$ cat src/rtl/noc_pe_rx_pkg.sv
// -----------------------------------------------------------------------------
// noc_pkg
// Shared types and constants for the PE-side receive network interface of the
// 3x3 mesh: flit type encoding, receive FSM states, HEAD field bit positions,
// the {x, y} coordinate pair, and a header length range check.
// -----------------------------------------------------------------------------
package noc_pkg;

  // Flit type, carried in the two MSBs of every flit.
  typedef enum logic [1:0] {
    FLIT_BODY = 2'b00,
    FLIT_TAIL = 2'b01,
    FLIT_HEAD = 2'b10,
    FLIT_RSVD = 2'b11
  } flit_type_e;

  // Receive FSM states.
  typedef enum logic [1:0] {
    RX_IDLE = 2'b00,
    RX_RECV = 2'b01,
    RX_DROP = 2'b10
  } rx_state_e;

  // HEAD field bit positions.
  localparam int HDR_LEN_MSB   = 11;
  localparam int HDR_LEN_LSB   = 8;
  localparam int HDR_DST_X_MSB = 7;
  localparam int HDR_DST_X_LSB = 6;
  localparam int HDR_DST_Y_MSB = 5;
  localparam int HDR_DST_Y_LSB = 4;
  localparam int HDR_SRC_X_MSB = 3;
  localparam int HDR_SRC_X_LSB = 2;
  localparam int HDR_SRC_Y_MSB = 1;
  localparam int HDR_SRC_Y_LSB = 0;

  // Mesh coordinate pair; packs as {x, y}.
  typedef struct packed {
    logic [1:0] x;
    logic [1:0] y;
  } coord_t;

  // A packet length is legal when it is non-zero and fits the packet limit.
  function automatic logic len_in_range(input logic [3:0] len, input int max_len);
    return (len != 4'd0) && (int'(len) <= max_len);
  endfunction

endpackage

$ cat src/rtl/noc_pe_rx_if.sv
// -----------------------------------------------------------------------------
// noc_pe_rx_if
// Bundles the two handshakes of the PE receive interface.
//   flit_in / flit_in_valid / flit_in_ready : flit stream from the router port
//   pkt_data / pkt_src / pkt_last /
//   pkt_valid / pkt_ready                   : committed word stream to the PE
// Modport slave is the receive block, master is the router/PE environment.
// -----------------------------------------------------------------------------
interface noc_pe_rx_if #(
  parameter int FLIT_W = 32
);
  logic [FLIT_W-1:0] flit_in;
  logic              flit_in_valid;
  logic              flit_in_ready;
  logic [FLIT_W-3:0] pkt_data;
  logic [3:0]        pkt_src;
  logic              pkt_last;
  logic              pkt_valid;
  logic              pkt_ready;

  modport slave (
    input  flit_in, flit_in_valid, pkt_ready,
    output flit_in_ready, pkt_data, pkt_src, pkt_last, pkt_valid
  );

  modport master (
    output flit_in, flit_in_valid, pkt_ready,
    input  flit_in_ready, pkt_data, pkt_src, pkt_last, pkt_valid
  );
endinterface

$ cat src/rtl/noc_pe_rx_commit_fifo.sv
// -----------------------------------------------------------------------------
// noc_rx_commit_fifo
// Circular buffer with three pointers. Writes advance wr_ptr; only entries
// below commit_ptr are visible to the reader. A commit strobe publishes every
// write so far (including one in the same cycle); a rollback strobe discards
// uncommitted writes by pulling wr_ptr back to commit_ptr.
// Ports:
//   clk, rst_n            clock, asynchronous active-low reset
//   wr_en_i, wr_data_i    write one entry at wr_ptr
//   commit_i, rollback_i  publish / discard uncommitted entries
//   rd_en_i               consume the head entry (ignored when empty)
//   rd_data_o, rd_valid_o first-word-fall-through head entry and its valid
//   full_o                wr_ptr is DEPTH entries ahead of rd_ptr
// -----------------------------------------------------------------------------
module noc_rx_commit_fifo #(
  parameter int DATA_W = 35,
  parameter int DEPTH  = 16
) (
  input  logic              clk,
  input  logic              rst_n,
  input  logic              wr_en_i,
  input  logic [DATA_W-1:0] wr_data_i,
  input  logic              commit_i,
  input  logic              rollback_i,
  input  logic              rd_en_i,
  output logic [DATA_W-1:0] rd_data_o,
  output logic              rd_valid_o,
  output logic              full_o
);

  localparam int            AW      = $clog2(DEPTH);
  localparam int            PW      = AW + 1;
  localparam logic [PW-1:0] ONE_P   = PW'(1);
  localparam logic [PW-1:0] DEPTH_P = PW'(DEPTH);

  logic [DATA_W-1:0] mem_q [DEPTH];
  logic [PW-1:0]     wr_ptr_q, wr_ptr_d;
  logic [PW-1:0]     commit_ptr_q, commit_ptr_d;
  logic [PW-1:0]     rd_ptr_q, rd_ptr_d;
  logic              rd_fire_s;

  // The extra pointer MSB separates full (difference == DEPTH) from empty.
  assign rd_valid_o = (rd_ptr_q != commit_ptr_q);
  assign rd_fire_s  = rd_en_i && rd_valid_o;
  assign full_o     = ((wr_ptr_q - rd_ptr_q) == DEPTH_P);
  assign rd_data_o  = mem_q[rd_ptr_q[AW-1:0]];

  // Next-state pointer arithmetic for write, commit and read.
  always_comb begin
    wr_ptr_d     = wr_ptr_q;
    commit_ptr_d = commit_ptr_q;
    rd_ptr_d     = rd_ptr_q;
    if (rollback_i) begin
      wr_ptr_d = commit_ptr_q;
    end else if (wr_en_i) begin
      wr_ptr_d = wr_ptr_q + ONE_P;
    end else begin
      wr_ptr_d = wr_ptr_q;
    end
    // Commit publishes the post-write pointer so a TAIL write lands inside.
    if (commit_i) begin
      commit_ptr_d = wr_ptr_d;
    end else begin
      commit_ptr_d = commit_ptr_q;
    end
    if (rd_fire_s) begin
      rd_ptr_d = rd_ptr_q + ONE_P;
    end else begin
      rd_ptr_d = rd_ptr_q;
    end
  end

  // Pointer registers; reset empties the buffer immediately.
  always_ff @(posedge clk or negedge rst_n) begin
    if (!rst_n) begin
      wr_ptr_q     <= '0;
      commit_ptr_q <= '0;
      rd_ptr_q     <= '0;
    end else begin
      wr_ptr_q     <= wr_ptr_d;
      commit_ptr_q <= commit_ptr_d;
      rd_ptr_q     <= rd_ptr_d;
    end
  end

  // Storage array; contents are only meaningful between rd_ptr and wr_ptr.
  always_ff @(posedge clk) begin
    if (wr_en_i) begin
      mem_q[wr_ptr_q[AW-1:0]] <= wr_data_i;
    end
  end

endmodule

$ cat src/rtl/noc_pe_rx.sv
// -----------------------------------------------------------------------------
// noc_pe_rx
// PE-side receive network interface. Accepts flits from a router local port,
// checks header destination and length, and reassembles each packet into a
// store-and-forward buffer. A packet becomes visible to the PE only after its
// TAIL arrives intact; aborted packets are rolled back and never seen.
// Ports:
//   clk, reset           clock, asynchronous active-low reset
//   enable               gates flit acceptance (output side always drains)
//   bus (slave)          flit_in handshake in, pkt_* handshake out
//   err_dst/len/proto    registered one-cycle error pulses
//   pkt_count            good packets committed, wraps at 16 bits
// -----------------------------------------------------------------------------
module noc_pe_rx
  import noc_pkg::*;
#(
  parameter int FLIT_W     = 32,
  parameter int MY_X       = 0,
  parameter int MY_Y       = 0,
  parameter int MAX_LEN    = 8,
  parameter int FIFO_DEPTH = 16
) (
  input  logic             clk,
  input  logic             reset,
  input  logic             enable,
  noc_pe_rx_if.slave       bus,
  output logic             err_dst,
  output logic             err_len,
  output logic             err_proto,
  output logic [15:0]      pkt_count
);

  localparam int     PAY_W = FLIT_W - 2;
  localparam int     ENT_W = PAY_W + 5;  // {payload, last, src}
  localparam coord_t MY_C  = '{x: 2'(MY_X), y: 2'(MY_Y)};

  rx_state_e         state_q, state_d;
  logic [3:0]        remaining_q, remaining_d;
  coord_t            src_q, src_d;
  logic [15:0]       pkt_count_q, pkt_count_d;
  logic              err_dst_q, err_dst_d;
  logic              err_len_q, err_len_d;
  logic              err_proto_q, err_proto_d;

  logic [FLIT_W-1:0] flit_s;
  flit_type_e        ftype_s;
  logic [3:0]        hdr_len_s;
  coord_t            hdr_dst_s, hdr_src_s;
  logic              dst_ok_s, len_ok_s;
  logic              ready_s, accept_s, full_s, head_s;
  logic              wr_en_s, commit_s, rollback_s;
  logic [ENT_W-1:0]  wr_data_s, rd_data_s;
  logic              rd_valid_s;

  assign flit_s    = bus.flit_in;
  assign ftype_s   = flit_type_e'(flit_s[FLIT_W-1:FLIT_W-2]);
  assign hdr_len_s = flit_s[HDR_LEN_MSB:HDR_LEN_LSB];
  assign hdr_dst_s = {flit_s[HDR_DST_X_MSB:HDR_DST_X_LSB], flit_s[HDR_DST_Y_MSB:HDR_DST_Y_LSB]};
  assign hdr_src_s = {flit_s[HDR_SRC_X_MSB:HDR_SRC_X_LSB], flit_s[HDR_SRC_Y_MSB:HDR_SRC_Y_LSB]};
  assign dst_ok_s  = (hdr_dst_s == MY_C);
  assign len_ok_s  = len_in_range(hdr_len_s, MAX_LEN);

  // Outside RECV no write can happen, so the buffer level does not matter.
  // Gating with reset keeps ready low while the block is held in reset.
  assign ready_s   = reset && enable && ((state_q != RX_RECV) || !full_s);
  assign accept_s  = bus.flit_in_valid && ready_s;
  assign wr_data_s = {flit_s[PAY_W-1:0], (ftype_s == FLIT_TAIL), src_q};

  // Receive FSM decisions: buffer strobes, next state and error pulses.
  always_comb begin
    state_d     = state_q;
    remaining_d = remaining_q;
    src_d       = src_q;
    pkt_count_d = pkt_count_q;
    err_dst_d   = 1'b0;
    err_len_d   = 1'b0;
    err_proto_d = 1'b0;
    wr_en_s     = 1'b0;
    commit_s    = 1'b0;
    rollback_s  = 1'b0;
    head_s      = 1'b0;
    if (accept_s) begin
      case (state_q)
        RX_RECV: begin
          case (ftype_s)
            FLIT_BODY: begin
              if (remaining_q > 4'd1) begin
                wr_en_s     = 1'b1;
                remaining_d = remaining_q - 4'd1;
              end else begin
                // BODY where the TAIL was due: packet too long.
                err_len_d   = 1'b1;
                rollback_s  = 1'b1;
                remaining_d = 4'd0;
                state_d     = RX_DROP;
              end
            end
            FLIT_TAIL: begin
              if (remaining_q == 4'd1) begin
                wr_en_s     = 1'b1;
                commit_s    = 1'b1;
                pkt_count_d = pkt_count_q + 16'd1;
                remaining_d = 4'd0;
                state_d     = RX_IDLE;
              end else begin
                err_len_d   = 1'b1;
                rollback_s  = 1'b1;
                remaining_d = 4'd0;
                state_d     = RX_IDLE;
              end
            end
            FLIT_HEAD: begin
              // Abandon the current packet and restart on this HEAD.
              err_proto_d = 1'b1;
              rollback_s  = 1'b1;
              head_s      = 1'b1;
            end
            default: begin
              err_proto_d = 1'b1;
              rollback_s  = 1'b1;
              remaining_d = 4'd0;
              state_d     = RX_DROP;
            end
          endcase
        end
        RX_DROP: begin
          if (ftype_s == FLIT_HEAD) begin
            head_s = 1'b1;
          end else if (ftype_s == FLIT_TAIL) begin
            state_d = RX_IDLE;
          end else begin
            state_d = RX_DROP;
          end
        end
        default: begin
          // IDLE, and the unused encoding which recovers through IDLE rules.
          if (ftype_s == FLIT_HEAD) begin
            head_s = 1'b1;
          end else begin
            err_proto_d = 1'b1;
            state_d     = RX_IDLE;
          end
        end
      endcase
      // Common HEAD handling: destination is checked before length.
      if (head_s) begin
        if (!dst_ok_s) begin
          err_dst_d   = 1'b1;
          remaining_d = 4'd0;
          state_d     = RX_DROP;
        end else if (!len_ok_s) begin
          err_len_d   = 1'b1;
          remaining_d = 4'd0;
          state_d     = RX_DROP;
        end else begin
          src_d       = hdr_src_s;
          remaining_d = hdr_len_s;
          state_d     = RX_RECV;
        end
      end else begin
        src_d = src_q;
      end
    end else begin
      state_d = state_q;
    end
  end

  // FSM state, packet context, counter and registered error pulses.
  always_ff @(posedge clk or negedge reset) begin
    if (!reset) begin
      state_q     <= RX_IDLE;
      remaining_q <= 4'd0;
      src_q       <= '0;
      pkt_count_q <= 16'd0;
      err_dst_q   <= 1'b0;
      err_len_q   <= 1'b0;
      err_proto_q <= 1'b0;
    end else begin
      state_q     <= state_d;
      remaining_q <= remaining_d;
      src_q       <= src_d;
      pkt_count_q <= pkt_count_d;
      err_dst_q   <= err_dst_d;
      err_len_q   <= err_len_d;
      err_proto_q <= err_proto_d;
    end
  end

  noc_rx_commit_fifo #(
    .DATA_W (ENT_W),
    .DEPTH  (FIFO_DEPTH)
  ) u_fifo (
    .clk        (clk),
    .rst_n      (reset),
    .wr_en_i    (wr_en_s),
    .wr_data_i  (wr_data_s),
    .commit_i   (commit_s),
    .rollback_i (rollback_s),
    .rd_en_i    (bus.pkt_ready),
    .rd_data_o  (rd_data_s),
    .rd_valid_o (rd_valid_s),
    .full_o     (full_s)
  );

  assign bus.flit_in_ready = ready_s;
  assign bus.pkt_valid     = rd_valid_s;
  assign bus.pkt_data      = rd_data_s[ENT_W-1:5];
  assign bus.pkt_last      = rd_data_s[4];
  assign bus.pkt_src       = rd_data_s[3:0];

  assign err_dst   = err_dst_q;
  assign err_len   = err_len_q;
  assign err_proto = err_proto_q;
  assign pkt_count = pkt_count_q;

endmodule

$ cat src/flat_wrapper.sv
// flat-port wrapper written by rule: the top's interface ports become plain ports
module noc_pe_rx_flat import noc_pkg::*;
#(
  parameter int FLIT_W     = 32,
  parameter int MY_X       = 0,
  parameter int MY_Y       = 0,
  parameter int MAX_LEN    = 8,
  parameter int FIFO_DEPTH = 16
)
  (clk, reset, enable, err_dst, err_len, err_proto, pkt_count, bus_flit_in, bus_flit_in_valid, bus_pkt_ready, bus_flit_in_ready, bus_pkt_data, bus_pkt_src, bus_pkt_last, bus_pkt_valid);
  noc_pe_rx_if #(.FLIT_W(FLIT_W)) bus_i ();
  input  logic clk;
  input  logic reset;
  input  logic enable;
  output logic err_dst;
  output logic err_len;
  output logic err_proto;
  output logic [15:0] pkt_count;
  input wire logic [$bits(bus_i.flit_in)-1:0] bus_flit_in;
  input wire logic [$bits(bus_i.flit_in_valid)-1:0] bus_flit_in_valid;
  input wire logic [$bits(bus_i.pkt_ready)-1:0] bus_pkt_ready;
  output wire logic [$bits(bus_i.flit_in_ready)-1:0] bus_flit_in_ready;
  output wire logic [$bits(bus_i.pkt_data)-1:0] bus_pkt_data;
  output wire logic [$bits(bus_i.pkt_src)-1:0] bus_pkt_src;
  output wire logic [$bits(bus_i.pkt_last)-1:0] bus_pkt_last;
  output wire logic [$bits(bus_i.pkt_valid)-1:0] bus_pkt_valid;
  assign bus_i.flit_in = bus_flit_in;
  assign bus_i.flit_in_valid = bus_flit_in_valid;
  assign bus_i.pkt_ready = bus_pkt_ready;
  assign bus_flit_in_ready = bus_i.flit_in_ready;
  assign bus_pkt_data = bus_i.pkt_data;
  assign bus_pkt_src = bus_i.pkt_src;
  assign bus_pkt_last = bus_i.pkt_last;
  assign bus_pkt_valid = bus_i.pkt_valid;
  noc_pe_rx #(.FLIT_W(FLIT_W), .MY_X(MY_X), .MY_Y(MY_Y), .MAX_LEN(MAX_LEN), .FIFO_DEPTH(FIFO_DEPTH)) u_core (.clk(clk), .reset(reset), .enable(enable), .bus(bus_i), .err_dst(err_dst), .err_len(err_len), .err_proto(err_proto), .pkt_count(pkt_count));
endmodule
$ cat config.mk
export PLATFORM = sky130hd
export DESIGN_NAME = noc_pe_rx_flat
export DESIGN_NICKNAME = d
export VERILOG_FILES = /design/src/rtl/noc_pe_rx_pkg.sv /design/src/rtl/noc_pe_rx_if.sv /design/src/rtl/noc_pe_rx_commit_fifo.sv /design/src/rtl/noc_pe_rx.sv /design/src/flat_wrapper.sv
export SDC_FILE = /design/constraint.sdc
export NUM_CORES = 1
export LEC_CHECK = 0
export CAP_MARGIN = 15
export CELL_PAD_IN_SITES_DETAIL_PLACEMENT = 1
export CELL_PAD_IN_SITES_GLOBAL_PLACEMENT = 1
export CORE_MARGIN = 2
export CORE_UTILIZATION = 49
export CTS_CLUSTER_DIAMETER = 150
export DETAILED_ROUTE_END_ITERATION = 10
export PLACE_DENSITY = 0.85
export SYNTH_ARGS = -nofsm -noshare
export SYNTH_HDL_FRONTEND = slang
export SYNTH_SLANG_ARGS = --single-unit
$ cat constraint.sdc
create_clock -name clk -period 6 [get_ports clk]
set_clock_uncertainty 0.05 [all_clocks]
set_input_delay 1.2 -clock clk [delete_from_list [all_inputs] [get_ports clk]]
set_output_delay 1.2 -clock clk [all_outputs]
set_load 0.1 [all_outputs]
==> results.ini, run 1 <==
[timing]
finalCriticalPeriod_ns = 5.22
setup_violations = 0
slew_headroom_pct = 30.1
slew_viol_final = 0
whs_ns = 0.423
rsz0062_at_grt = false
fin_crit_sh_pct = 87.0
fin_tns_setup_ns = 0
tightest_slew_ns = 1.04
hold_violations = 0
timing.fmax_mhz = 191
final.setup.worst_slack_ns = 0.778

[critical_path]
critical_path_arrival_ns = 3.97
timing.rr.start = u_core.u_fifo.rd_ptr_q[1]
reg2regPathDepth = 10
startpoint_type = register
critPathMaxFanout = 54
endpoint_kind = output pin
cp-startpoint = u_core.u_fifo.rd_ptr_q[1]
crit_required_ns = 4.75
crit_type = register to output pin

[yosys]
yosysSeqAreaShare_pct = 75.8
synth_cells = 1058
syn-cell-area_sq_mm = 0.0236
yosys.area_share.simple_pct = 2.44
yosysWarnings = 0
ys_types = 49
synthArstFlopShare_pct = 7.28
netlist.area_leader.share_pct = 71.2
synth_edf_count = 560
synth_area_leaders = edfxtp_1, mux4_2, dfrtp_1, ha_1, xor2_1
synth_area_leader_cell = edfxtp_1
yosys.area_share.adder_pct = 0.689
synth_compound_area_share_pct = 1.27
synth_top_family_by_area = multiplexers
muxShareOfSynthArea_pct = 17.4
synth_xor_area_share_pct = 1.15
yosys_most_used_dff = edfxtp_1
synth.net_count = 1108
avgSynthCellArea_sq_um = 22.3
ys_ff_latch = 604

[worst_hold_path]
min-delay-start = u_core.pkt_count[15]
hold_path_depth = 1
hold_path.class = register to register

[route]
vias_per_cell = 6.28
drt_pass1_iterations = 5
antenna_left = 0
routed_wl_microns = 57900
drt_iter0_markers = 1380
wl_per_cell_microns = 31.2
drc = 0
via_count = 11600

[place]
place.gp.congestion = 0.764
dp_hpwl_microns = 31200
dp_slack_ns = 1.38
io_buffer_count = 92

[power]
leakagePower_uw = 0.00888
power_density_mw_per_mm2 = 474
ir_worst_vdd_mv = 0.327

[global_routing]
grt_max_degree = 79
grt-ovfl-total = 0
antenna_found_initial = 2
grt_pass1_wl_microns = 84900
grt_usage_pct = 23.8
grt_pass1_vias = 12600

[layout]
area_growth_pct = 15.8
fin_nets = 1243
drive_above_1_share_pct = 26.1

[die]
die_width_microns = 224
dieArea_sq_mm = 0.0500
num_rows = 80
die_y_microns = 224
ioPinCount = 93
initial_core_util_pct = 49.6
core_sq_mm = 0.0476

[clocking]
cts_hold_buf = 0
root_buffer = clkbuf_16
cts_tree = yes
post_cts_resized = 0
clock_path_buffers = 3
postCtsSetupRepairBufs = 0
clk_pin_slew_ns = 0.06
clock-sinks = 604
ctsHtreeMaxLevel = 2
clkLatencyLatePin_ns = 0.61
numCtsBuffers = 58

[status]
status = completed

[run]
maxCapViolCount = 0

==> area by class of cell <==
class	count	area (sq um)
well taps	615	769
clock buffers	72	1530
inverters	21	78.8
multi-input cells	383	5480
fillers	4056	20300
repair buffers	125	1260
flip-flops and latches	604	17900
diodes	1	2.50
clock inverters	34	314
==> sequential cells by signal, summed over array words and instances (netlist names), 2 cells and up <==
name,count
u_core.state_q,2
u_core.u_fifo.rd_ptr_q,5
u_core.u_fifo.mem_q,560
u_core.pkt_count,16
u_core.remaining_q,4
u_core.u_fifo.wr_ptr_q,5
u_core.u_fifo.commit_ptr_q,5
u_core.src_q,4
==> worst paths after layout <==
path	slack, ns	end
max	0.78	bus_pkt_data[28]
min	0.42	u_core.pkt_count[15]
max reg2reg	1.21	u_core.u_fifo.mem_q[7][8]
min reg2reg	0.42	u_core.pkt_count[15]
max in group asynchronous	4.76	u_core.u_fifo.rd_ptr_q[1]
min in group asynchronous	0.64	u_core.pkt_count[0]
==> worst max-delay path, stage by stage (launching register included) <==
cell and delay (ns):
dfrtp_4 1.01, buf_12 0.37, mux4_2 0.38, mux4_2 0.51, clkdlybuf4s50_1 1.01
==> through the flow <==
step           cell area (sq um)  utilization, %  cells  power (uW)
2_1_floorplan              23600               -   1058        8440
3_3_place_gp               25500            53.6   1748        9350
3_5_place_dp               25500            53.6   1748        9440
4_1_cts                    27400            57.4   1854       13100
5_1_grt                    27400            57.4   1855       13300
6_report                   27400            57.4   1855       13000
==> synth_stat cells, drive strengths merged (5+ instances only) <==
library cell	n
ha	13
dfrtp	44
nand4	8
buf	26
mux4	175
and2	13
clkbuf	24
edfxtp	560
o21ai	9
xnor2	13
nand3	10
nand2	18
a21oi	6
nor4	18
xor2	18
mux2	10
inv	21
nor2	19
a211oi	5
nor3	5
==> cells by family after synthesis <==
logic type | Yosys count
flops | 604
buf+inv | 71
simple gates | 108
xor+xnor | 31
fa+ha+maj | 13
compound gates | 43
mux | 188
==> report_power, final <==
| group | leakage, uW | total, uW | internal (uW) | switching, uW |
|---|---|---|---|---|
| logic | 0.00231 | 4560 | 1660 | 2900 |
| clock network | 0.000905 | 3610 | 2050 | 1550 |
| registers | 0.00567 | 4800 | 4620 | 171 |
==> cells in the final DEF (no fill, tap or decap), types with 3 or more instances in the layout <==
cell type        Yosys  layout
a211oi_1             5       5
a21oi_1              6       6
a22oi_1              3       3
and2_2               0      11
and3_1               3       3
buf_12               0       8
buf_4                2      26
bufinv_16            0       6
clkbuf_1            24      13
clkbuf_16            0      59
clkdlybuf4s50_1      0      90
clkinv_1             0      14
clkinv_2             0      11
dfrtp_1             44      41
edfxtp_1           560     560
ha_1                13      13
inv_1               20      20
mux2_2               6       6
mux2_4               4       4
mux2i_1              3       3
mux4_2             175     175
nand2_1             18      18
nand2b_1             4       4
nand3_1             10      10
nand4_1              8       8
nor2_1              19      15
nor2_4               0       4
nor2b_1              4       4
nor3_1               4       4
nor4_1              18      17
o21ai_0              9       9
o31ai_1              3       3
xnor2_1             13      13
xor2_1              18      18
==> metal layers <==
layer	track usage [%]	vias to the layer above	part of all wire (%)
met5	0	-	0.022
met4	8.82	2	3.2
met3	5.46	134	8.0
met2	38.6	573	49
met1	31.9	6221	40
li1	-	4719	-
No activity file was read; power rests on OpenSTA's default activity.
==> inputs of run 2 (changes only) <==
--- a/config.mk
+++ b/config.mk
@@ -13,6 +13,8 @@
 export CTS_CLUSTER_DIAMETER = 150
 export DETAILED_ROUTE_END_ITERATION = 10
 export PLACE_DENSITY = 0.85
+export REMOVE_ABC_BUFFERS = 1
+export SKIP_CTS_REPAIR_TIMING = 1
 export SYNTH_ARGS = -nofsm -noshare
 export SYNTH_HDL_FRONTEND = slang
 export SYNTH_SLANG_ARGS = --single-unit
==> run 2 against run 1 <==
Against the previous run:
- utilization decreased by 0.089 points
- critical path type unchanged
- largest power group unchanged
- critical path depth did not move
- sequential share of layout area increased by 0.10 points
- non-clock buffer count decreased by 4
- first-iteration DRC count shrank 17%
- final cell count decreased by 0.43%
- design area fell by 0.16%
- routed wire length shrank 1.9%
- flip-flop and latch count unchanged
- total power shrank 0.79%
==> results.ini, run 2 (synthesized netlist as in run 1, its figures left out) <==
[place]
placed_cells = 1743  ; -0.29%
place.gp.congestion = 0.757  ; -0.83%
dp_slack_ns = 1.32  ; -0.0649 ns
io_buffer_count = 92  ; unchanged
dp_hpwl_microns = 29400  ; -5.8%

[critical_path]
crit_buf_inv = 2  ; unchanged
crit_type = register to output pin
crit_required_ns = 4.75  ; about the same
critPathTopFamily = buffers and inverters
critPathMaxFanout = 44  ; -19%
cp-startpoint = u_core.u_fifo.rd_ptr_q[0]
startpoint_type = register
cpMostUsedCell = mux4_2
rrSetupSlack_ns = 2.06  ; +0.85 ns
endpoint_kind = output pin
critical_path_arrival_ns = 4.03  ; +0.06 ns
r2r_end = u_core.u_fifo.mem_q[7][4]
reg2regPathDepth = 8  ; -2
cpPeakStageDelay_ns = 0.99  ; -0.02 ns
endpoint = bus_pkt_data[23]
timing.rr.start = u_core.u_fifo.rd_ptr_q[0]
cp.depth = 4  ; unchanged
slowest_stage = clkdlybuf4s50_1
worstPathCellList = buf_12 -> mux4_2 -> mux4_2 -> clkdlybuf4s50_1

[timing]
fin_crit_sh_pct = 88.0  ; +0.94 points
slew_viol_final = 0  ; unchanged
whs_ns = 0.421  ; -0.00195 ns
slew_headroom_pct = 32.0  ; +1.9 points
final.setup.worst_slack_ns = 0.721  ; -0.0565 ns
finalCriticalPeriod_ns = 5.28  ; +0.0565 ns
rsz0062_at_grt = false
setup_violations = 0  ; unchanged
tightest_slew_ns = 1.02  ; -0.0215 ns
timing.fmax_mhz = 189  ; -1.1%
hold_violations = 0  ; unchanged

[global_routing]
met1_usage_pct = 32.1  ; +0.15 points
grt_pass1_wl_microns = 84700  ; -0.28%
met3_usage_pct = 4.01  ; -1.4 points
use_met2_pct = 38.5  ; -0.13 points
grt-ovfl-total = 0  ; unchanged
busiest_layer = met2
grt_max_degree = 144  ; +82%
grt_usage_pct = 23.4  ; -0.35 points
grt_pass1_vias = 12600  ; +0.42%
antenna_found_initial = 2  ; unchanged

[route]
routed_wl_microns = 56800  ; -1.9%
antenna_left = 0  ; unchanged
drt_pass1_iterations = 5  ; unchanged
drc = 0  ; unchanged
vias_per_cell = 6.27  ; -0.16%
wl_per_cell_microns = 30.7  ; -1.5%
via_count = 11600  ; -0.59%
drt_iter0_markers = 1145  ; -17%

[layout]
final_common_cell = edfxtp_1
drive_above_1_share_pct = 27.3  ; +1.2 points
largest_reg_flops = 560  ; unchanged
area_growth_pct = 15.6
register_area_sq_mm = 0.0179  ; unchanged
fin_nets = 1238  ; -0.40%
multi_input_area_sq_mm = 0.00547  ; -0.16%
layout_common_cells = edfxtp_1, mux4_2, clkdlybuf4s50_1
fin_cells = 1847  ; -0.43%
fillers = 4042  ; -0.35%

[worst_hold_path]
min-delay-start = u_core.pkt_count[15]
hold_path_depth = 1  ; unchanged
hold_path.class = register to register

[power]
ir_worst_vdd_mv = 0.322  ; -1.6%
leakagePower_uw = 0.00885  ; -0.34%
power_density_mw_per_mm2 = 471  ; -0.63%

[status]
status = completed

[clocking]
clock-sinks = 604  ; unchanged
clock_path_buffers = 3  ; unchanged
clk_pin_slew_ns = 0.06  ; about the same
root_buffer = clkbuf_16
clkLatencyLatePin_ns = 0.62  ; about the same
cts_tree = yes
ctsHtreeMaxLevel = 2  ; unchanged
numCtsBuffers = 57  ; -1.7%

[run]
maxCapViolCount = 0  ; unchanged

[die]
die_y_microns = 224  ; unchanged
ioPinCount = 93  ; unchanged
dieArea_sq_mm = 0.0500  ; unchanged
core_sq_mm = 0.0476  ; unchanged
num_rows = 80  ; unchanged
die_width_microns = 224  ; unchanged
initial_core_util_pct = 49.6  ; unchanged

## run 2: cell types whose count changed in the layout (fill, tap and decap cells not counted), sizes merged
cell,delta
inv,+2
clkdlybuf4s50,-11
bufinv,-2
clkinvlp,+4
clkinv,-6
clkbuf,-2
buf,+7
## run 2: worst register-to-register path: stages (launching register included)
cell and delay, ns:
dfrtp_4 0.86, ha_1 0.29, nor3b_1 0.23, xnor2_1 0.25, o41ai_4 0.09, buf_4 0.26
nor4_1 0.58, and2_2 0.76, buf_12 0.29
## run 2: worst min-delay path by stage
stage                                 to  slack [ns]
finish              u_core.pkt_count[15]        0.42
detailed placement  u_core.pkt_count[15]        0.41
floorplan              u_core.state_q[0]        0.41
global placement    u_core.pkt_count[15]        0.41
global route        u_core.pkt_count[15]        0.45
CTS                 u_core.pkt_count[15]        0.43
## run 2: layout make-up
cell class | count | share of cell area, %
sequential | 604 | 65.6
multi-input combinational | 383 | 20.0
antenna | 1 | 0.00916
tap | 615 | 2.82
timing repair buffer | 121 | 4.59
clock buffer | 70 | 5.55
clock inverter | 32 | 1.09
inverter | 21 | 0.289
## run 2: metal layers
metal	wire, microns	up-vias
met5	10	-
met2	28400	618
li1	-	4704
met3	4150	124
met4	1680	2
met1	22500	6132
## run 2: where the power goes
group	total [uW]	switching [uW]	internal, uW
Sequential	4720	92.6	4630
Combinational	4590	2950	1630
Clock	3550	1580	1970
Total	12900	4620	8230
## run 2: through the flow
step	power (uW)	utilization (%)	TNS, ns	instance area [sq um]
after global routing	13200	57.3	0	27300
after global placement	9330	53.5	0	25500
final	12900	57.3	0	27300
after CTS	12900	57.3	0	27300
after detailed placement	9390	53.5	0	25500
after floorplan	8740	-	-1740.68	23400
==> inputs of run 3 (changes only) <==
--- a/config.mk
+++ b/config.mk
@@ -12,6 +12,7 @@
 export CORE_UTILIZATION = 49
 export CTS_CLUSTER_DIAMETER = 150
 export DETAILED_ROUTE_END_ITERATION = 10
+export GPL_ROUTABILITY_DRIVEN = 0
 export PLACE_DENSITY = 0.85
 export REMOVE_ABC_BUFFERS = 1
 export SKIP_CTS_REPAIR_TIMING = 1
==> results of run 3 <==
Same layout as run 2: the final DEF is identical, and so are final timing and power.
